==> src/rtl/blade_cfg_pkg.sv <==
// Shared encodings and helpers for the blade configuration bank.
package blade_cfg_pkg;

  // Per-channel update operations carried on the command bus.
  typedef enum logic [1:0] {
    OP_LOAD = 2'b00,
    OP_INC  = 2'b01,
    OP_DEC  = 2'b10,
    OP_INV  = 2'b11
  } op_e;

  // Control FSM: single-channel commands in IDLE, broadcast walk in SWEEP.
  typedef enum logic {
    ST_IDLE  = 1'b0,
    ST_SWEEP = 1'b1
  } state_e;

  // Channel-index width; at least one bit so a single-channel bank still has a port.
  function automatic int ch_bits(input int n);
    return (n <= 1) ? 1 : $clog2(n);
  endfunction

endpackage

==> src/rtl/blade_config_bank_if.sv <==
// Command bus into the blade configuration bank (valid/ready handshake).
interface blade_config_bank_if
  import blade_cfg_pkg::*;
#(
  parameter int CHANNELS = 4,
  parameter int WIDTH    = 2
) ();

  localparam int CH_BITS = ch_bits(CHANNELS);

  logic               cmd_valid;
  logic               cmd_ready;
  op_e                cmd_op;
  logic [CH_BITS-1:0] cmd_ch;
  logic               cmd_all;
  logic [WIDTH-1:0]   cmd_data;

  modport master (
    output cmd_valid, cmd_op, cmd_ch, cmd_all, cmd_data,
    input  cmd_ready
  );

  modport slave (
    input  cmd_valid, cmd_op, cmd_ch, cmd_all, cmd_data,
    output cmd_ready
  );

endinterface

==> src/rtl/blade_cfg_step.sv <==
// Next-value function for one channel config: load, wrap-around step, or invert.
module blade_cfg_step
  import blade_cfg_pkg::*;
#(
  parameter int WIDTH = 2
) (
  input  logic [WIDTH-1:0] x,
  input  op_e              op,
  input  logic [WIDTH-1:0] data,
  output logic [WIDTH-1:0] y
);

  // Modular WIDTH-bit arithmetic gives the required wrap at both ends for free.
  always_comb begin
    // NOTE: assigning a default before the case means no path leaves y unassigned, so no latch is inferred.
    y = x;
    case (op)
      OP_LOAD: y = data;
      OP_INC:  y = x + WIDTH'(1);
      OP_DEC:  y = x - WIDTH'(1);
      OP_INV:  y = ~x;
      default: y = x;
    endcase
  end

endmodule

==> src/rtl/blade_config_bank.sv <==
// Bank of CHANNELS blade configs, updated per channel or by a broadcast sweep
// that walks one channel per cycle using a single shared update port.
module blade_config_bank
  import blade_cfg_pkg::*;
#(
  parameter int CHANNELS = 4,
  parameter int WIDTH    = 2
) (
  input  logic                      clk,
  input  logic                      rst,
  blade_config_bank_if.slave        bus,
  output logic [CHANNELS*WIDTH-1:0] cfg_out,
  output logic                      busy,
  output logic                      sweep_done
);

  localparam int                 CH_BITS = ch_bits(CHANNELS);
  localparam logic [CH_BITS-1:0] LAST_CH = CH_BITS'(CHANNELS - 1);

  state_e             state, state_nxt;
  logic [CH_BITS-1:0] idx;
  op_e                op_q;
  logic [WIDTH-1:0]   data_q;
  logic [WIDTH-1:0]   cfg [CHANNELS];
  logic               done_q;

  logic               accept;
  logic               in_range;
  logic               wr_en;
  logic [CH_BITS-1:0] wr_idx;
  op_e                wr_op;
  logic [WIDTH-1:0]   wr_data;
  logic [WIDTH-1:0]   wr_cur;
  logic [WIDTH-1:0]   wr_new;

  // Ready is a function of state alone, so accept is derived from state directly.
  assign accept   = bus.cmd_valid && (state == ST_IDLE);
  assign in_range = ({1'b0, bus.cmd_ch} < (CH_BITS + 1)'(CHANNELS));

  // FSM next state and handshake/status outputs.
  always_comb begin
    state_nxt     = state;
    bus.cmd_ready = 1'b0;
    busy          = 1'b0;
    case (state)
      ST_IDLE: begin
        bus.cmd_ready = 1'b1;
        if (accept && bus.cmd_all) state_nxt = ST_SWEEP;
      end
      ST_SWEEP: begin
        busy = 1'b1;
        if (idx == LAST_CH) state_nxt = ST_IDLE;
      end
      default: state_nxt = ST_IDLE;
    endcase
  end

  // State register.
  always_ff @(posedge clk) begin
    if (rst) state <= ST_IDLE;
    else     state <= state_nxt;
  end

  // Single write port: the sweep owns it while active, otherwise the host command does.
  always_comb begin
    wr_idx  = bus.cmd_ch;
    wr_op   = bus.cmd_op;
    wr_data = bus.cmd_data;
    wr_en   = accept && !bus.cmd_all && in_range;
    if (state == ST_SWEEP) begin
      wr_idx  = idx;
      wr_op   = op_q;
      wr_data = data_q;
      wr_en   = 1'b1;
    end
  end

  // Read the current value of the addressed channel; out-of-range indices read zero.
  always_comb begin
    wr_cur = '0;
    for (int c = 0; c < CHANNELS; c++) begin
      if (wr_idx == CH_BITS'(c)) wr_cur = cfg[c];
    end
  end

  blade_cfg_step #(.WIDTH(WIDTH)) u_step (
    .x    (wr_cur),
    .op   (wr_op),
    .data (wr_data),
    .y    (wr_new)
  );

  // Sweep bookkeeping, done pulse and the channel register array.
  always_ff @(posedge clk) begin
    if (rst) begin
      idx    <= '0;
      op_q   <= OP_LOAD;
      data_q <= '0;
      done_q <= 1'b0;
      // NOTE: the config array is architecturally visible downstream, so every entry is reset, not just the control state.
      for (int c = 0; c < CHANNELS; c++) cfg[c] <= '0;
    end else begin
      // NOTE: non-blocking assignments here so every register samples pre-edge values, independent of statement order.
      done_q <= (state == ST_SWEEP) && (idx == LAST_CH);
      if (accept && bus.cmd_all) begin
        op_q   <= bus.cmd_op;
        data_q <= bus.cmd_data;
        idx    <= '0;
      end else if (state == ST_SWEEP) begin
        idx <= (idx == LAST_CH) ? '0 : idx + CH_BITS'(1);
      end
      for (int c = 0; c < CHANNELS; c++) begin
        if (wr_en && (wr_idx == CH_BITS'(c))) cfg[c] <= wr_new;
      end
    end
  end

  // Flatten the register array onto the output bus.
  always_comb begin
    cfg_out = '0;
    for (int c = 0; c < CHANNELS; c++) cfg_out[c*WIDTH +: WIDTH] = cfg[c];
  end

  assign sweep_done = done_q;

endmodule

==> src/flat_wrapper.sv <==
// flat-port wrapper written by rule: the top's interface ports become plain ports
module blade_config_bank_flat import blade_cfg_pkg::*;
#(
  parameter int CHANNELS = 4,
  parameter int WIDTH    = 2
)
  (clk, rst, cfg_out, busy, sweep_done, bus_cmd_valid, bus_cmd_op, bus_cmd_ch, bus_cmd_all, bus_cmd_data, bus_cmd_ready);
  blade_config_bank_if #(.CHANNELS(CHANNELS), .WIDTH(WIDTH)) bus_i ();
  input  logic clk;
  input  logic rst;
  output logic [CHANNELS*WIDTH-1:0] cfg_out;
  output logic busy;
  output logic sweep_done;
  input wire logic [$bits(bus_i.cmd_valid)-1:0] bus_cmd_valid;
  input wire logic [$bits(bus_i.cmd_op)-1:0] bus_cmd_op;
  input wire logic [$bits(bus_i.cmd_ch)-1:0] bus_cmd_ch;
  input wire logic [$bits(bus_i.cmd_all)-1:0] bus_cmd_all;
  input wire logic [$bits(bus_i.cmd_data)-1:0] bus_cmd_data;
  output wire logic [$bits(bus_i.cmd_ready)-1:0] bus_cmd_ready;
  assign bus_i.cmd_valid = bus_cmd_valid;
  assign bus_i.cmd_op = bus_cmd_op;
  assign bus_i.cmd_ch = bus_cmd_ch;
  assign bus_i.cmd_all = bus_cmd_all;
  assign bus_i.cmd_data = bus_cmd_data;
  assign bus_cmd_ready = bus_i.cmd_ready;
  blade_config_bank #(.CHANNELS(CHANNELS), .WIDTH(WIDTH)) u_core (.clk(clk), .rst(rst), .bus(bus_i), .cfg_out(cfg_out), .busy(busy), .sweep_done(sweep_done));
endmodule
==> config.mk <==
export PLATFORM = sky130hd
export DESIGN_NAME = blade_config_bank_flat
export DESIGN_NICKNAME = d
export VERILOG_FILES = /design/src/rtl/blade_cfg_pkg.sv /design/src/rtl/blade_config_bank_if.sv /design/src/rtl/blade_cfg_step.sv /design/src/rtl/blade_config_bank.sv /design/src/flat_wrapper.sv
export SDC_FILE = /design/constraint.sdc
export NUM_CORES = 1
export LEC_CHECK = 0
export BUFFER_PORTS_ARGS = -buffer_cell sky130_fd_sc_hd__buf_2
export CORE_MARGIN = 5
export CORE_UTILIZATION = 50
export CTS_CLUSTER_SIZE = 40
export DETAILED_ROUTE_END_ITERATION = 10
export GPL_TIMING_DRIVEN = 0
export PLACE_DENSITY = 0.75
export SLEW_MARGIN = 10
export SYNTH_ARGS = -nofsm -noshare
export SYNTH_HDL_FRONTEND = slang
export SYNTH_HIERARCHICAL = 1
export SYNTH_SLANG_ARGS = --single-unit
==> constraint.sdc <==
create_clock -name clk -period 4.18 [get_ports clk]
set_clock_uncertainty 0.1 [all_clocks]
set_input_delay 0.627 -clock clk [delete_from_list [all_inputs] [get_ports clk]]
set_output_delay 0.627 -clock clk [all_outputs]
set_load 0.005 [all_outputs]
## Word-level counts from Yosys, hierarchy flattened

Memory sizes are Yosys's and may differ from the RTL's.
Cells that the tools add are included.

- Add/sub/neg operators: 3
- Multiply operators: 0
- Div/mod/pow operators: 0
- Magnitude comparators: 0
- Eq/ne operators: 7
- Shift-type cells: 0
- Muxes and demuxes: 33
- Bitwise logic cells: 6
- Reductions and logical operators: 12

Operator list:

| operator | number |
|---|---|
| 2-to-1 mux 2 bit | 12 |
| 2-to-1 mux 1 bit | 19 |
| equality test 2 bit, second input constant | 5 |
| logical AND 1 bit | 8 |
| case mux 2 bit (4 select lines) | 1 |
| adder 2 x 1 -> 2 bit, second input constant | 2 |
| equality test 2 x 1 -> 1 bit, second input constant | 2 |
| logical NOT 2 bit | 2 |
| bitwise OR 1 bit | 4 |
| NOT 2 bit | 1 |
| case mux 1 bit (2 select lines) | 1 |
| OR reduction 2 bit | 1 |
| subtractor 2 x 1 -> 2 bit, second input constant | 1 |
| logical NOT 1 bit | 1 |
| NOT 1 bit | 1 |

- Flip-flop bits (word level): 8
- Bits in latches: 0
- Memory bits (writable): 8
- ROM bits: 0
- Bits of input ports: 10
- Output and inout port bits: 11
- Word-level logic and storage cells: 67
- Memories: 1

Memories:

| name | words | width | read ports | clocked after memory_dff | wr ports | line | RTL |
|---|---|---|---|---|---|---|---|
| u_core.cfg | 4 | 2 | 4 | 0 | 4 | blade_config_bank.sv:24 | `logic [WIDTH-1:0] cfg [CHANNELS];` |

## Depth between registers and ports, before layout

Gate-level depths: netlist of run 1.

- Word-level depth: 9
- Mapped depth: 9
- Gate-level depth less buffers: 7

## Cells and area by module

The synthesis of run 1 kept the hierarchy.

Modules (own cells, without submodules):

| module | times used | cells each | area each (sq um) | sequential area each (sq um) |
|---|---|---|---|---|
| blade_config_bank | 1 | 73 | 823.3 | 400.4 |
| blade_cfg_step | 1 | 13 | 115.1 | 0.0 |

## Worst setup path before layout of run 1

No wires, ideal clock.

- Path kind: input-to-reg
- Start point: in bus_cmd_ch[0]
- End point: mem u_core.cfg[0][1], data pin
- Setup time: 0.141 ns
- Arrival: 2.312 ns
- Required time: 3.939 ns
- Setup slack: 1.627 ns
- Stages on the path: 7
- Buffers on the path: 0
- Cell sequence: nor2b_2 > a21oi_2 > mux4_2 > xnor3_1 > o311ai_2 > o211ai_1 > nor2_1

RTL lines:

| what | line | RTL |
|---|---|---|
| start: declaration | flat_wrapper.sv:16 | `input wire logic [$bits(bus_i.cmd_ch)-1:0] bus_cmd_ch;` |
| end: declaration | blade_config_bank.sv:24 |  |

==> out/results.txt, run 1 <==
Max Freq = 379.9 MHz
first-iteration detailed-routing DRC count = 33
Die W = 53.32 µm
chip height = 53.32 µm
crit path max fanout = 4
WL final = 1856 µm
# hold bufs at CTS = 0
FF-to-FF Start = u_core/state
CTS buffer count = 3
core area = 1764 µm²
WS Path Type = primary input to flop
DPL Wire Length = 1521 µm
CP arrival = 2670 ps
internal reg-to-reg setup slack = 1600 ps
hold endpoint = u_core/op_q[0]
FP Rows = 15
Clock Path Buffers = 2
initial antenna violation count = 0
maxcap violations = 0
total number of vias = 708
hold_sp = u_core/op_q[0]
Slew @ Worst Pin = 385.5 ps
IO Port Bufs = 19
ratio of cells with drive above 1 in the final layout = 33.94%
postcts setup bufs = 0
Most used DFF post-synth = edfxtp_1
Nets = 124
PwrDens = 309.6 nW/µm²
setup TNS = 0 ps
Seq cells post-synth = 16
Tmin final = 2632 ps
Tot Pwr = 337.8 µW
register area share after synthesis = 42.67%
Tcrit/Tclk final = 62.97%
Mapped Area = 938.4 µm²
gpl congestion = 0.7553
Commonest cells post-synth = nor2_1 (16), dfxtp_1 (8), edfxtp_1 (8)
CTS sink count = 16
Clk Latency, worst-skew pair = 280 ps
area growth from synthesis to layout = 16.27%
Min Hold Slack = 398.7 ps
drt pass-1 iters = 4
peak supply drop = 0.0001574 V
share of the synthesized area in the top cell type = 25.60%
Synth area leaders = edfxtp_1 (26%), dfxtp_1 (17%), mux2i_1 (6.4%), nor2_1 (6.4%), mux2_2 (6.0%)
Hold Crit Class = flop to flop
fin. max-slew vios = 0
Initial Utilization = 53.19%
DR WL/cell = 13.85 µm
Avg Synthesized Cell Area = 10.91 µm²
endpoints failing setup = 0
CP endpoint kind = flop
Synth warnings = 6
CTS tree = done
cells after synthesis = 86
Rel. slew slack = 74.30%
Congestion Overflow GR = 0
vias in the first global route = 696
drt drc = 0
most numerous cell in the Yosys netlist = nor2_1
Routed Antenna Nets = 0
WP data required = 4220 ps
H-tree Lvls = 1
share of synthesized registers carrying an async set or reset = 0%
ANT cells = 0
first-pass GRT wire length = 3015 µm
synth unique cells = 30
Clock Tree Root = clkbuf_4
RSZ-0062 raised after global routing = false
pin count of the biggest net entering global routing = 11
Post-synth EDFFs = 8
cell taking the most area after synthesis = edfxtp_1
Worst-path clk slew = 100 ps
post-CTS sizing = 0
reg2reg end = u_core/cfg[0][1]
LEAKAGE = 0.0004960 µW
Ports = 21
syn_nets = 100
full die area = 2843 µm²
status = finished, final reports clean
WHS Path Cells = 2
worst reg2reg path depth = 7
final hold violation count = 0
GRT Total Usage = 14.58%
Avg Vias per Cell = 5.284
CP Launch Type = primary input
==> cells in the final DEF, fill, tap and decap left out, types with 3 or more instances in the layout <==
master / count
buf_2: 19
clkbuf_4: 3
dfxtp_1: 8
edfxtp_1: 8
ha_1: 4
inv_1: 7
mux2_2: 5
mux2i_1: 6
nand2_1: 3
nor2_1: 16
o21ai_0: 4
==> flip-flops by register name, summed over array words and instances (netlist names) <==
name               cells
u_core/sweep_done      1
u_core/cfg             8
u_core/idx             2
u_core/state           1
u_core/data_q          2
u_core/op_q            2
==> routing by layer <==
layer,part of all wire [%],routed length [µm],vias to the layer above,global-route usage (%)
met4,0.75,14,0,5.106
met2,49,907,22,24.69
met3,5.4,101,2,1.972
met5,0,0,-,0
met1,45,832,327,18.71
li1,-,-,357,-
==> critical path: stages <==
cell and delay (ps):
buf_2 100, nor2b_2 160, a21oi_2 210, mux4_2 550, xnor3_1 400, o311ai_2 260
o211ai_1 220, nor2_1 150
==> report_power, final <==
group / total [µW] / internal, µW / switching, µW
sequential: 179 / 173 / 5.55
clock: 78.6 / 34.5 / 44.1
combinational: 80.3 / 39.4 / 40.8
total: 338 / 247 / 90.5
==> per-stage QoR <==
stage / instances / utilization, % / cell area (µm²) / setup slack, ps
floorplan: 86 / - / 938.4 / 1627
finish: 134 / 61.84 / 1091 / 1548
detailed placement: 130 / 60.35 / 1065 / 1253
global placement: 130 / 60.35 / 1065 / 1325
global route: 134 / 61.84 / 1091 / 1457
CTS: 134 / 61.84 / 1091 / 1549
==> worst max path at each step <==
stage | from | to | slack, ps | depth (start not counted)
2_1_floorplan | bus_cmd_ch[0] | u_core/cfg[0][1] | 1630 | 7
3_3_place_gp | bus_cmd_ch[0] | u_core/cfg[0][1] | 1330 | 8
3_5_place_dp | bus_cmd_ch[0] | u_core/cfg[0][1] | 1250 | 8
4_1_cts | bus_cmd_ch[0] | u_core/cfg[0][1] | 1550 | 8
5_1_grt | bus_cmd_ch[0] | u_core/cfg[0][1] | 1460 | 8
6_report | bus_cmd_ch[0] | u_core/cfg[0][1] | 1550 | 8
==> layout make-up <==
class | instances | area [µm²]
Sequential cell | 16 | 400.4
Clock buffer | 3 | 22.52
Fill cell | 178 | 673.1
Buffer | 3 | 22.52
Timing Repair Buffer | 19 | 95.09
Tap cell | 25 | 31.28
Clock inverter | 1 | 3.754
Inverter | 7 | 26.28
Multi-Input combinational cell | 60 | 489.2
==> cell families (layout without fill, tap and decap cells) <==
logic type	count (synthesis)	after routing	synth area share, %
XOR/XNOR	1	1	2.400
AO/OA/AOI/OAI	14	14	11.33
adder cells (fa/ha/maj)	4	4	5.334
AND/OR/NAND/NOR	28	28	15.87
buffers and inverters	10	33	5.200
flip-flops	16	16	42.67
multiplexers	13	13	17.20
No activity file was read; power rests on OpenSTA's default activity.
==> run 2: changes to the inputs <==
--- a/config.mk
+++ b/config.mk
@@ -5,13 +5,15 @@
 export SDC_FILE = /design/constraint.sdc
 export NUM_CORES = 1
 export LEC_CHECK = 0
+export ABC_AREA = 1
 export BUFFER_PORTS_ARGS = -buffer_cell sky130_fd_sc_hd__buf_2
+export CORE_ASPECT_RATIO = 1.5
 export CORE_MARGIN = 5
-export CORE_UTILIZATION = 50
+export CORE_UTILIZATION = 48
 export CTS_CLUSTER_SIZE = 40
 export DETAILED_ROUTE_END_ITERATION = 10
 export GPL_TIMING_DRIVEN = 0
-export PLACE_DENSITY = 0.75
+export PLACE_DENSITY = 0.74
 export SLEW_MARGIN = 10
 export SYNTH_ARGS = -nofsm -noshare
 export SYNTH_HDL_FRONTEND = slang
==> constraint.sdc (replaced) <==
create_clock -name clk -period 2.4 [get_ports clk]
set_clock_uncertainty 0.1 [all_clocks]
set_input_delay 0.36 -clock clk [delete_from_list [all_inputs] [get_ports clk]]
set_output_delay 0.36 -clock clk [all_outputs]
set_load 0.005 [all_outputs]
==> run 2 against run 1 <==
Final area grew 13%. Clock power grew 120%. Cell count up 36%. Utilization decreased by 5.4 points. Via count is 35% higher. Total power grew 99%. Sequential share of layout area fell by 4.1 points. Combinational power rose by 130%. Critical path type is now flop to flop. Worst hold slack got worse by 250 ps. Critical endpoint unchanged. Register-to-register slack got worse by 1300 ps. Worst setup slack worse by 1200 ps. First-iteration DRC count fell by 45%.
==> out/results.txt, run 2 <==
cell mode on critical path = nor2_1
Hold Crit Class = primary input to flop
Synth area leaders = edfxtp_1 (23%), dfxtp_1 (15%), nand2_1 (12%), nand3_2 (7.5%), nor2_1 (7.4%)
hold_sp = rst
crit path max fanout = 10
ratio of cells with drive above 1 in the final layout = 31.45%
drt pass-1 iters = 4
CTS buffer count = 3
WS Path Type = flop to flop
share of the synthesized area in the top cell type = 22.56%
setup TNS = 0 ps
WP data required = 2340 ps
ANT cells = 0
Routed Antenna Nets = 0
Tot Pwr = 670.6 µW
CTS sink count = 16
# hold bufs at CTS = 0
postcts setup bufs = 0
total number of vias = 959
fin. max-slew vios = 0
CP endpoint kind = flop
most numerous cell in the Yosys netlist = nand2_1
GRT Total Usage = 13.89%
CP max stage cell = dfxtp_1
Die W = 48.46 µm
Most used DFF post-synth = edfxtp_1
CP Launch Type = flop
Clock Path Buffers = 2
Worst-path clk slew = 90 ps
H-tree Lvls = 1
endpoints failing setup = 0
post-CTS sizing = 0
RSZ-0062 raised after global routing = false
Cell Chain, Critical Path = buf_4 -> nor2_1 -> nor2_1 -> nand3_1 -> nand4_1 -> inv_2 -> nand2_1 -> nand3_2 -> nand3_2 -> a21oi_2 -> inv_1 -> nor2_1
Rel. slew slack = 79.05%
internal reg-to-reg setup slack = 350 ps
gpl congestion = 0.7726
core area = 2181 µm²
cell taking the most area after synthesis = edfxtp_1
initial antenna violation count = 0
Commonest cells post-synth = nand2_1 (33), nor2_1 (21), inv_1 (15)
chip height = 67.69 µm
CP arrival = 1990 ps
Avg Vias per Cell = 5.269
Avg Synthesized Cell Area = 7.887 µm²
Clk Latency, worst-skew pair = 290 ps
Critical path origin = u_core/state
status = finished, final reports clean
Congestion Overflow GR = 0
largest register by flop count = u_core/cfg
first-iteration detailed-routing DRC count = 18
full die area = 3280 µm²
maxcap violations = 0
WL final = 2157 µm
CTS tree = done
Max Freq = 486.9 MHz
DR WL/cell = 11.85 µm
drt drc = 0
syn_nets = 149
DPL Wire Length = 1748 µm
synth unique cells = 21
Cells after DPL = 178
Initial Utilization = 48.82%
commonest non-fill, non-tap cell in the layout = nand2_1
max FFs per register = 8
FF-to-FF Start = u_core/state
pin count of the biggest net entering global routing = 11
share of synthesized registers carrying an async set or reset = 0%
Clock Tree Root = clkbuf_4
Tmin final = 2054 ps
peak supply drop = 0.0004236 V
cells after synthesis = 135
LEAKAGE = 0.0006007 µW
Seq cells post-synth = 16
Post-synth EDFFs = 8
Post-Layout Cell Count = 182
Ports = 21
slowest stage delay, CP = 410 ps
Synth warnings = 6
PwrDens = 545.3 nW/µm²
first-pass GRT wire length = 3636 µm
final hold violation count = 0
most frequent cells in the layout = nand2_1 (33), nor2_1 (21), buf_2 (20)
register area share after synthesis = 37.60%
FP Rows = 21
IO Port Bufs = 20
vias in the first global route = 942
Mapped Area = 1065 µm²
Slew @ Worst Pin = 313.1 ps
area growth from synthesis to layout = 15.51%
Tcrit/Tclk final = 85.57%
Nets = 174
-- run 2: critical path, delay by kind of cell (launching register included) --
kind | cells | cell delay, ps
compound gates | 1 | 50
buf+inv | 3 | 410
flops | 1 | 410
simple gates | 8 | 840
-- run 2: cells by family (layout without fill, tap and decap cells) --
family,Yosys count,count (layout),synth area share (%)
compound gates,12,12,7.051
fa+ha+maj,4,4,4.701
buf+inv,22,46,10.10
flops,16,16,37.60
simple gates,81,81,40.54
-- run 2: report_power, final --
part / switching [µW] / internal [µW]
sequential: 9.26 / 304
clock: 82.1 / 92.4
combinational: 116 / 66.2
-- run 2: final cells by class --
class                   count  area, µm²
fillers                   206      950.9
well taps                  23      28.78
plain buffers               3      36.28
multi-input cells          97      556.8
repair buffers             20      100.1
clock buffers               4      36.28
flip-flops and latches     16      400.4
inverters                  19      71.32
-- run 2: worst paths after layout --
kind	end	cells past startpoint
setup / recovery	u_core/cfg[0][1]	12
hold / removal	u_core/state	2
setup reg to reg	u_core/cfg[0][1]	12
hold reg to reg	u_core/op_q[0]	2
-- run 2: routing by layer --
layer,global-route usage (%),routed length (µm)
met1,12.87,792
met5,0,0
met3,3.091,166
met4,8.754,59
met2,26.96,1138
-- run 2: stage by stage --
| step | setup slack (ps) | instance area [µm²] | hold WS, ps | utilization [%] |
|---|---|---|---|---|
| after global routing | 204.9 | 1230 | 145.7 | 56.40 |
| after detailed placement | 369.4 | 1194 | 383.5 | 54.73 |
| after CTS | 336.4 | 1230 | 140.0 | 56.40 |
| after global placement | 486.7 | 1194 | 364.8 | 54.73 |
| final | 346.3 | 1230 | 144.0 | 56.40 |
| after floorplan | 650.7 | 1065 | 329.1 | - |
